<file path="src/rtl/fpga_cfg_pkg.sv">
// Shared types and default sizing for the fabric configuration loader.
package fpga_cfg_pkg;

    typedef enum logic [2:0] {
        StIdle,
        StLoad,
        StShift,
        StChk,
        StLatch,
        StDone,
        StErr
    } cfg_state_e;

    localparam int unsigned CHAIN_LEN_DEF = 1024;
    localparam int unsigned WORD_W_DEF    = 8;
    localparam int unsigned CSUM_W        = WORD_W_DEF;

endpackage

</file>
<file path="src/rtl/cfg_piso.sv">
// Parallel-load, MSB-first shift register with a bit-index terminal count.
module cfg_piso #(
    parameter int unsigned WORD_W = 8
) (
    input  logic              clk,
    input  logic              rst,
    input  logic              load,
    input  logic              shift,
    input  logic [WORD_W-1:0] d,
    output logic              q_msb,
    output logic              last
);

    localparam int unsigned IDX_W = (WORD_W > 1) ? $clog2(WORD_W) : 1;

    logic [WORD_W-1:0] sreg_q;
    logic [IDX_W-1:0]  idx_q;

    always_ff @(posedge clk) begin
        if (rst) begin
            sreg_q <= '0;
            idx_q  <= '0;
        end else if (load) begin
            sreg_q <= d;
            idx_q  <= '0;
        end else if (shift) begin
            sreg_q <= sreg_q << 1;
            idx_q  <= idx_q + IDX_W'(1);
        end
    end

    assign q_msb = sreg_q[WORD_W-1];
    // High on the cycle that shifts out the final bit of the current word.
    assign last  = (idx_q == IDX_W'(WORD_W - 1));

endmodule

</file>
<file path="src/rtl/fpga_cfg_loader.sv">
// Bitstream loader: accepts words, shifts them serially into the fabric chain,
// verifies a trailing XOR checksum and enables the fabric on success.
module fpga_cfg_loader
    import fpga_cfg_pkg::*;
#(
    parameter int unsigned CHAIN_LEN = CHAIN_LEN_DEF,
    parameter int unsigned WORD_W    = WORD_W_DEF,
    parameter int unsigned CNT_W     = $clog2(CHAIN_LEN + 1)
) (
    input  logic              clk,
    input  logic              rst,
    input  logic              start,
    input  logic              abort,
    input  logic [WORD_W-1:0] in_data,
    input  logic              in_valid,
    output logic              in_ready,
    output logic              cfg_shift,
    output logic              cfg_bit,
    output logic              cfg_latch,
    output logic              fabric_en,
    output logic              busy,
    output logic              done,
    output logic              err,
    output logic [CNT_W-1:0]  bit_cnt
);

    cfg_state_e        state_q, state_d;
    logic [CNT_W-1:0]  bit_cnt_q, bit_cnt_d, cnt_inc;
    logic [WORD_W-1:0] csum_q, csum_d;
    logic              xfer, piso_load, piso_shift, piso_msb, piso_last;

    cfg_piso #(
        .WORD_W (WORD_W)
    ) u_piso (
        .clk   (clk),
        .rst   (rst),
        .load  (piso_load),
        .shift (piso_shift),
        .d     (in_data),
        .q_msb (piso_msb),
        .last  (piso_last)
    );

    assign in_ready = (state_q == StLoad) || (state_q == StChk);
    assign xfer     = in_valid && in_ready;
    assign cnt_inc  = bit_cnt_q + CNT_W'(1);

    always_comb begin
        state_d    = state_q;
        bit_cnt_d  = bit_cnt_q;
        csum_d     = csum_q;
        piso_load  = 1'b0;
        piso_shift = 1'b0;
        cfg_shift  = 1'b0;
        cfg_bit    = 1'b0;
        cfg_latch  = 1'b0;
        fabric_en  = 1'b0;
        busy       = 1'b0;
        done       = 1'b0;
        err        = 1'b0;

        unique case (state_q)
            StIdle: begin
                if (start) begin
                    state_d   = StLoad;
                    bit_cnt_d = '0;
                    csum_d    = '0;
                end
            end
            StLoad: begin
                busy = 1'b1;
                // Abort wins over a coincident transfer; the word is dropped.
                if (abort) begin
                    state_d = StErr;
                end else if (xfer) begin
                    piso_load = 1'b1;
                    csum_d    = csum_q ^ in_data;
                    state_d   = StShift;
                end
            end
            StShift: begin
                busy       = 1'b1;
                cfg_shift  = 1'b1;
                cfg_bit    = piso_msb;
                piso_shift = 1'b1;
                if (bit_cnt_q != CNT_W'(CHAIN_LEN)) begin
                    bit_cnt_d = cnt_inc;
                end
                if (abort) begin
                    state_d = StErr;
                end else if (piso_last) begin
                    state_d = (cnt_inc == CNT_W'(CHAIN_LEN)) ? StChk : StLoad;
                end
            end
            StChk: begin
                busy = 1'b1;
                if (abort) begin
                    state_d = StErr;
                end else if (xfer) begin
                    state_d = (in_data == csum_q) ? StLatch : StErr;
                end
            end
            StLatch: begin
                busy      = 1'b1;
                cfg_latch = 1'b1;
                state_d   = StDone;
            end
            StDone, StErr: begin
                done      = (state_q == StDone);
                err       = (state_q == StErr);
                fabric_en = (state_q == StDone);
                if (start) begin
                    state_d   = StLoad;
                    bit_cnt_d = '0;
                    csum_d    = '0;
                end
            end
            default: state_d = StIdle;
        endcase
    end

    always_ff @(posedge clk) begin
        if (rst) begin
            state_q   <= StIdle;
            bit_cnt_q <= '0;
            csum_q    <= '0;
        end else begin
            state_q   <= state_d;
            bit_cnt_q <= bit_cnt_d;
            csum_q    <= csum_d;
        end
    end

    assign bit_cnt = bit_cnt_q;

endmodule

</file>
<file path="config.mk">
export PLATFORM = sky130hd
export DESIGN_NAME = fpga_cfg_loader
export DESIGN_NICKNAME = d
export VERILOG_FILES = /design/src/rtl/fpga_cfg_pkg.sv /design/src/rtl/cfg_piso.sv /design/src/rtl/fpga_cfg_loader.sv
export SDC_FILE = /design/constraint.sdc
export NUM_CORES = 1
export LEC_CHECK = 0
export CORE_MARGIN = 2
export CORE_UTILIZATION = 35
export CTS_CLUSTER_SIZE = 40
export DETAILED_ROUTE_END_ITERATION = 16
export PLACE_DENSITY = 0.55
export SETUP_SLACK_MARGIN = 0.2
export SYNTH_ARGS = -nofsm -noshare
export SYNTH_HDL_FRONTEND = slang
export SYNTH_HIERARCHICAL = 1
export SYNTH_SLANG_ARGS = --single-unit
</file>
<file path="constraint.sdc">
create_clock -name clk -period 2.31 [get_ports clk]
set_input_delay 0.3465 -clock clk [delete_from_list [all_inputs] [get_ports clk]]
set_output_delay 0.3465 -clock clk [all_outputs]
set_load 0.02 [all_outputs]
</file>
==> results of run 1 <==
[synth_stat cells (2+ instances only)]
library cell / count / area (um2)
a31oi_1: 4 / 25.0
or2_2: 2 / 12.5
nand2b_1: 4 / 25.0
nor3_1: 4 / 20.0
xor2_1: 8 / 70.1
nand2_1: 14 / 52.6
xnor2_1: 3 / 26.3
mux2i_1: 10 / 100
dfxtp_1: 33 / 661
nor2_1: 28 / 105
mux2_2: 3 / 33.8
nand3b_1: 8 / 60.1
or3b_1: 2 / 17.5
or3_1: 2 / 12.5
nand3_1: 5 / 25.0
inv_1: 10 / 37.5
and3_1: 2 / 12.5
a21o_1: 2 / 15.0
nor2b_1: 8 / 50.1
a2111oi_0: 2 / 17.5
clkbuf_1: 6 / 22.5
buf_2: 4 / 20.0
ha_1: 4 / 50.1
a21oi_1: 16 / 80.1
a311oi_1: 9 / 78.8
buf_6: 3 / 33.8
o21ai_0: 8 / 40.0
a211oi_1: 11 / 82.6
[metal layers]
metal,GRT usage (%),vias to the layer above,share of wire (%)
met5,0,-,0
met2,28.6,31,50
met4,4.83,0,0.62
met3,3.64,4,3.4
met1,19.8,859,46
li1,-,919,-
[tightest hold or removal path, cell delays in order (launching register included)]
cell     delay, ps
dfxtp_1        320
o21ai_0         70
a21oi_1         50
[cells in the final DEF, fill, tap and decap left out, types with 3 or more instances in the layout]
master and instances:
nand2b_1 4, nor2b_1 8, a21oi_1 16, clkbuf_8 6, nand3b_1 8, a31oi_1 4
nand2_1 14, ha_1 3, dfxtp_1 31, a311oi_1 8, xnor2_1 3, nand3_1 4
clkdlybuf4s50_1 26, inv_1 9, o21ai_0 8, mux2_2 3, buf_4 11, nor3_1 4
nor2_1 28, mux2i_1 10, xor2_1 8, dlymetal6s2s_1 3, a211oi_1 11
[worst paths after layout]
path / cells after the start / start / endpoint / slack, ps
setup / recovery: 4 / state_q[0]$_SDFFE_PP0P_ / cfg_bit / 310
hold / removal: 2 / csum_q[5]$_SDFFE_PP0P_ / csum_q[5]$_SDFFE_PP0P_ / 490
setup reg to reg: 7 / bit_cnt[0]$_SDFFE_PP0P_ / bit_cnt[2]$_SDFFE_PP0P_ / 350
hold reg to reg: 2 / csum_q[5]$_SDFFE_PP0P_ / csum_q[5]$_SDFFE_PP0P_ / 490
[power breakdown]
part	switching [uW]	total [uW]	internal, uW	leakage (uW)
registers	41.7	680	638	0.000268
clock network	214	455	241	0.0000512
logic	586	1020	436	0.000644
total	841	2160	1320	0.000963
[sequential cells by signal (all words and copies together), names as in the netlist]
name and count:
bit_cnt 11, csum_q 8, u_piso/sreg_q 8, state_q 3, u_piso/idx_q 3
[cell families (layout without fill, tap and decap cells)]
kind of cell | count (synthesis) | in the layout | synth area share [%]
and+or+nand+nor | 89 | 89 | 24.7
DFF | 33 | 33 | 33.4
AOI/OAI and AO/OA | 59 | 59 | 21.0
xor gates and xnor gates | 11 | 11 | 4.87
adders and majority gates | 5 | 5 | 3.03
muxes | 13 | 13 | 6.76
buffers and inverters | 25 | 61 | 6.32
[metrics by stage]
stage / util, % / setup WS, ps / hold WS [ps] / instance area (um2) / instances
floorplan: - / 304 / 419 / 1980 / 235
global placement: 43.5 / 233 / 477 / 2380 / 335
detailed placement: 43.5 / 221 / 488 / 2380 / 335
CTS: 45.3 / 225 / 501 / 2480 / 343
global route: 45.8 / 198 / 527 / 2500 / 343
finish: 45.8 / 309 / 492 / 2500 / 343
[area by class of cell]
| type | instances | area (um2) | share of cell area, % |
|---|---|---|---|
| inverters | 11 | 41.3 | 1.65 |
| multi-input cells | 177 | 1220 | 48.6 |
| clock buffers | 6 | 82.6 | 3.30 |
| flip-flops and latches | 33 | 663 | 26.5 |
| clock inverters | 2 | 13.8 | 0.549 |
| well taps | 72 | 90.1 | 3.60 |
| repair buffers | 42 | 398 | 15.9 |
==> impl_results.md, run 1 <==
* Largest net degree at the start of global routing at 23
* Top delay family on crit path: simple AND/OR/NAND/NOR gates
* Overall power at 2160 uW
* Crit path buf inv count at 2
* Final #Nets at 287
* Antenna Cells at 0
* Final Max Tran Viols at 0
* Area growth syn-to-layout at 26.5%
* Max cap viols at 0
* Leak at 0.000963 uW
* Avg Cell Area, Syn at 8.42 um2
* Rel. slew slack at 62.3%
* Antenna-violating nets left at 0
* I/O Buffers at 31
* First-pass GRT wire length at around 8100 um
* Initial Util at 36.2%
* Critical Path Source Type: register
* Final hold viol count at 0
* Site Rows at 27
* DR WL/cell at 13.6 um
* Netlist cell types at 48
* DRT Pass-1 Iters at 4
* Filler Cell Count at 560
* Min-Delay Path Class: register to register
* Clk buf depth at 2
* RSZ-0062 raised after global routing: no
* Global route overflow at 0
* Worst Tran Pin Value at 566 ps
* DIE WIDTH at 79.2 um
* Synth async-reset ratio at 0%
* Seq cells post-synth at 33
* Fmax at 500 MHz
* Setup violations, final at 0
* Total number of vias at 1813
* Register area share after synthesis at around a third
* Final Skew at roughly 9.7 ps
* Hold buffers post-CTS at 0
* Crit path largest cell delay at 440 ps
* CP arrival at 1650 ps
* Worst setup path category: register to output port
* CTS H-Tree Depth at 2
* Share of layout cells above drive strength 1 at roughly 14%
* Die Y at 79.2 um
* Synthesized area at slightly below 0.002 mm2
* Detailed router's first-iteration violation count at 82
* Reg clk slew, reported paths at around 70 ps
* Status: completed
* GRT Util Overall at 16.3%
* CTS tree: yes
* Final min period at 2000 ps
* DP Wirelength at ~3400 um
* Via density per instance at 5.29
* Worst-path cell chain: or3b_1, inv_2, and2_1, dlygate4sd2_1
* Clk root buf: clkbuf_8
* DR DRC count at 0
* Top Ports at 32
* Vias in the first global route at 1738
* Post-synth EDFFs at 0
* Mapped Cells at 235
* Fin crit share at 86.6%
* Post-cts sizing count at 4
* Clk_lat worst skew at around 280 ps
* Postcts setup bufs at 0
* Setup TNS at 0 ps
* PwrDens at 861 mW/mm2
* Most used DFF post-synth: dfxtp_1
* Die area at 0.00627 mm2
* Net Count, Synth at 252
* Worst endpoint required time at between 1500 and 2000 ps
* Synth warn at 6
* WL final at 4670 um
* Core Area at 0.00547 mm2
* Max VDD drop at 0.373 mV
* Clk sink count at 33
* Initial antenna violation count at 0
* Cts bufs inserted at 5
* Max FO, Critical Path at 7
* Crit end category: output port
* Routability cong. at 0.791
* Slowest CP cell: or3b_1
Power figures use the tool's default switching activity.
==> inputs of run 2 (changes only) <==
- CTS_BUF_LIST: not set -> sky130_fd_sc_hd__clkbuf_16
- CTS_CLUSTER_SIZE: 40 -> not set
==> impl_results.md, run 2 (synthesis results as in run 1) <==
* Slowest CP cell: clkdlybuf4s50_1
* Crit path largest cell delay at approximately 600 ps
* Final #Nets at 289
* Reg clk slew, reported paths at around 50 ps
* WL final at 4680 um
* Antenna-violating nets left at 0
* Hold Crit Depth at 2
* Die Y at ~79 um
* Share of layout cells above drive strength 1 at between 10% and 20%
* Core Area at 0.00547 mm2
* Setup TNS at 0 ps
* Site Rows at 27
* DIE WIDTH at 79.2 um
* Max VDD drop at just over 0.4 mV
* Largest net degree at the start of global routing at 23
* GR Util met3 at between 3 and 4%
* Max FO, Critical Path at 10
* Die area at 0.00627 mm2
* Fin crit share at 87.3%
* Top delay family on crit path: buffers and inverters
* Clk sink count at 33
* Post-route design area at 0.00257 mm2
* Cts bufs inserted at 5
* PwrDens at 918 mW/mm2
* Commonest non-fill, non-tap cell in the layout: dfxtp_1
* Hold path start: csum_q[5]$_SDFFE_PP0P_
* Area growth syn-to-layout at 29.8%
* DR WL/cell at 13.6 um
* Final Skew at 5.05 ps
* I/O Buffers at 31
* Global route overflow at 0
* Clk_lat worst skew at 270 ps
* Filler Cell Count at ~570
* Worst setup path category: register to output port
* DP Wirelength at 3390 um
* Worst-path cell chain: buf_4, inv_1, and3_1, clkdlybuf4s50_1
* Rel. slew slack at 63.4%
* Dpl cell area at 0.00238 mm2
* Clk root buf: clkbuf_16
* Antenna Cells at 0
* DR DRC count at 0
* Top Ports at 32
* CTS H-Tree Depth at 2
* Fin util at 47.0%
* Initial Util at 36.2%
* CP Depth at 4
* Critical Path Source Type: register
* Total number of vias at 1836
* Leak at 0.000974 uW
* Min-Delay Path Class: register to register
* Initial antenna violation count at 0
* Most frequent cells in the layout: dfxtp_1 (31), nor2_1 (28), clkdlybuf4s50_1 (27)
* Max reg flops at 11
* CP Launch Point: state_q[0]$_SDFFE_PP0P_
* Fmax at 496 MHz
* Final min period at 2020 ps
* Worst R2R Path Depth at 8
* Grt met2 use at between 20 and 30%
* Setup violations, final at 0
* Crit path buf inv count at 3
* Worst endpoint required time at 1960 ps
* RSZ-0062 raised after global routing: no
* Vias in the first global route at 1742
* Detailed router's first-iteration violation count at 81
* CP arrival at around 1700 ps
* RR Startpoint: bit_cnt[0]$_SDFFE_PP0P_
* CTS tree: yes
* Final Max Tran Viols at 0
* First-pass GRT wire length at 8170 um
* Met1 Use GR at 19.7%
* DRT Pass-1 Iters at 4
* Clk buf depth at 2
* Final hold viol count at 0
* Routability cong. at roughly 0.8
* GRT Util Overall at 16.3%
* Crit end category: output port
* Status: completed
* Max cap viols at 0
* Via density per instance at 5.32
* Worst Tran Pin Value at between 500 and 600 ps
* GRT Max-Usage Layer: met2
-- run 2: cell count changes in the layout (fill, tap and decap cells not counted) --
cell,delta
dlymetal6s2s_1,-1
clkinv_1,+1
clkbuf_8,-6
buf_4,+2
a311oi_1,-1
clkdlybuf4s50_1,+1
clkbuf_16,+5
a311oi_2,+1
-- run 2: tightest hold or removal path: stages (launching register included) --
cell and delay, ps:
dfxtp_1 320, o21ai_0 70, a21oi_1 50
-- run 2: repair_timing --
item	CTS	global route
gates resized for setup	3	10
setup endpoints to repair	2	10
pin swaps	0	1
hold buffers	0	0
setup buffers	0	2
-- run 2: layout make-up --
type | count | area [um2] | area share (%)
sequential | 33 | 663 | 25.8
inverter | 11 | 41.3 | 1.61
clock inverter | 3 | 17.5 | 0.682
clock buffer | 5 | 125 | 4.87
multi-input combinational | 177 | 1220 | 47.6
timing repair buffer | 44 | 410 | 16.0
tap | 72 | 90.1 | 3.51
-- run 2: worst paths after layout --
check                             to  slack [ps]
max                              err         290
min           csum_q[5]$_SDFFE_PP0P_         490
max reg2reg  bit_cnt[3]$_SDFFE_PP0P_         310
min reg2reg   csum_q[5]$_SDFFE_PP0P_         490
-- run 2: routing by layer --
| layer | routed length [um] | share of wire (%) |
|---|---|---|
| met1 | 2170 | 46 |
| met4 | 44 | 0.94 |
| met3 | 141 | 3.0 |
| met5 | 0 | 0 |
| met2 | 2330 | 50 |
-- run 2: power by group --
part / leakage (uW) / total [uW] / switching [uW] / internal [uW]
Clock: 0.0000712 / 634 / 240 / 395
Combinational: 0.000635 / 1040 / 595 / 449
Sequential: 0.000268 / 681 / 42.3 / 639
Total: 0.000974 / 2360 / 877 / 1480
-- run 2: stage by stage --
stage          setup slack [ps]  total power [uW]  hold WS, ps  instances
2_1_floorplan               304              1390          419        235
3_3_place_gp                233              1720          477        335
3_5_place_dp                221              1720          488        335
4_1_cts                     216              2360          498        343
5_1_grt                     201              2530          525        345
6_report                    293              2360          490        345
==> inputs of run 3 (changes only) <==
- HOLD_SLACK_MARGIN: not set -> 0.05
- SLEW_MARGIN: not set -> 30
==> results of run 3 <==
The final DEF is identical to that of run 2; final timing and power are the same.
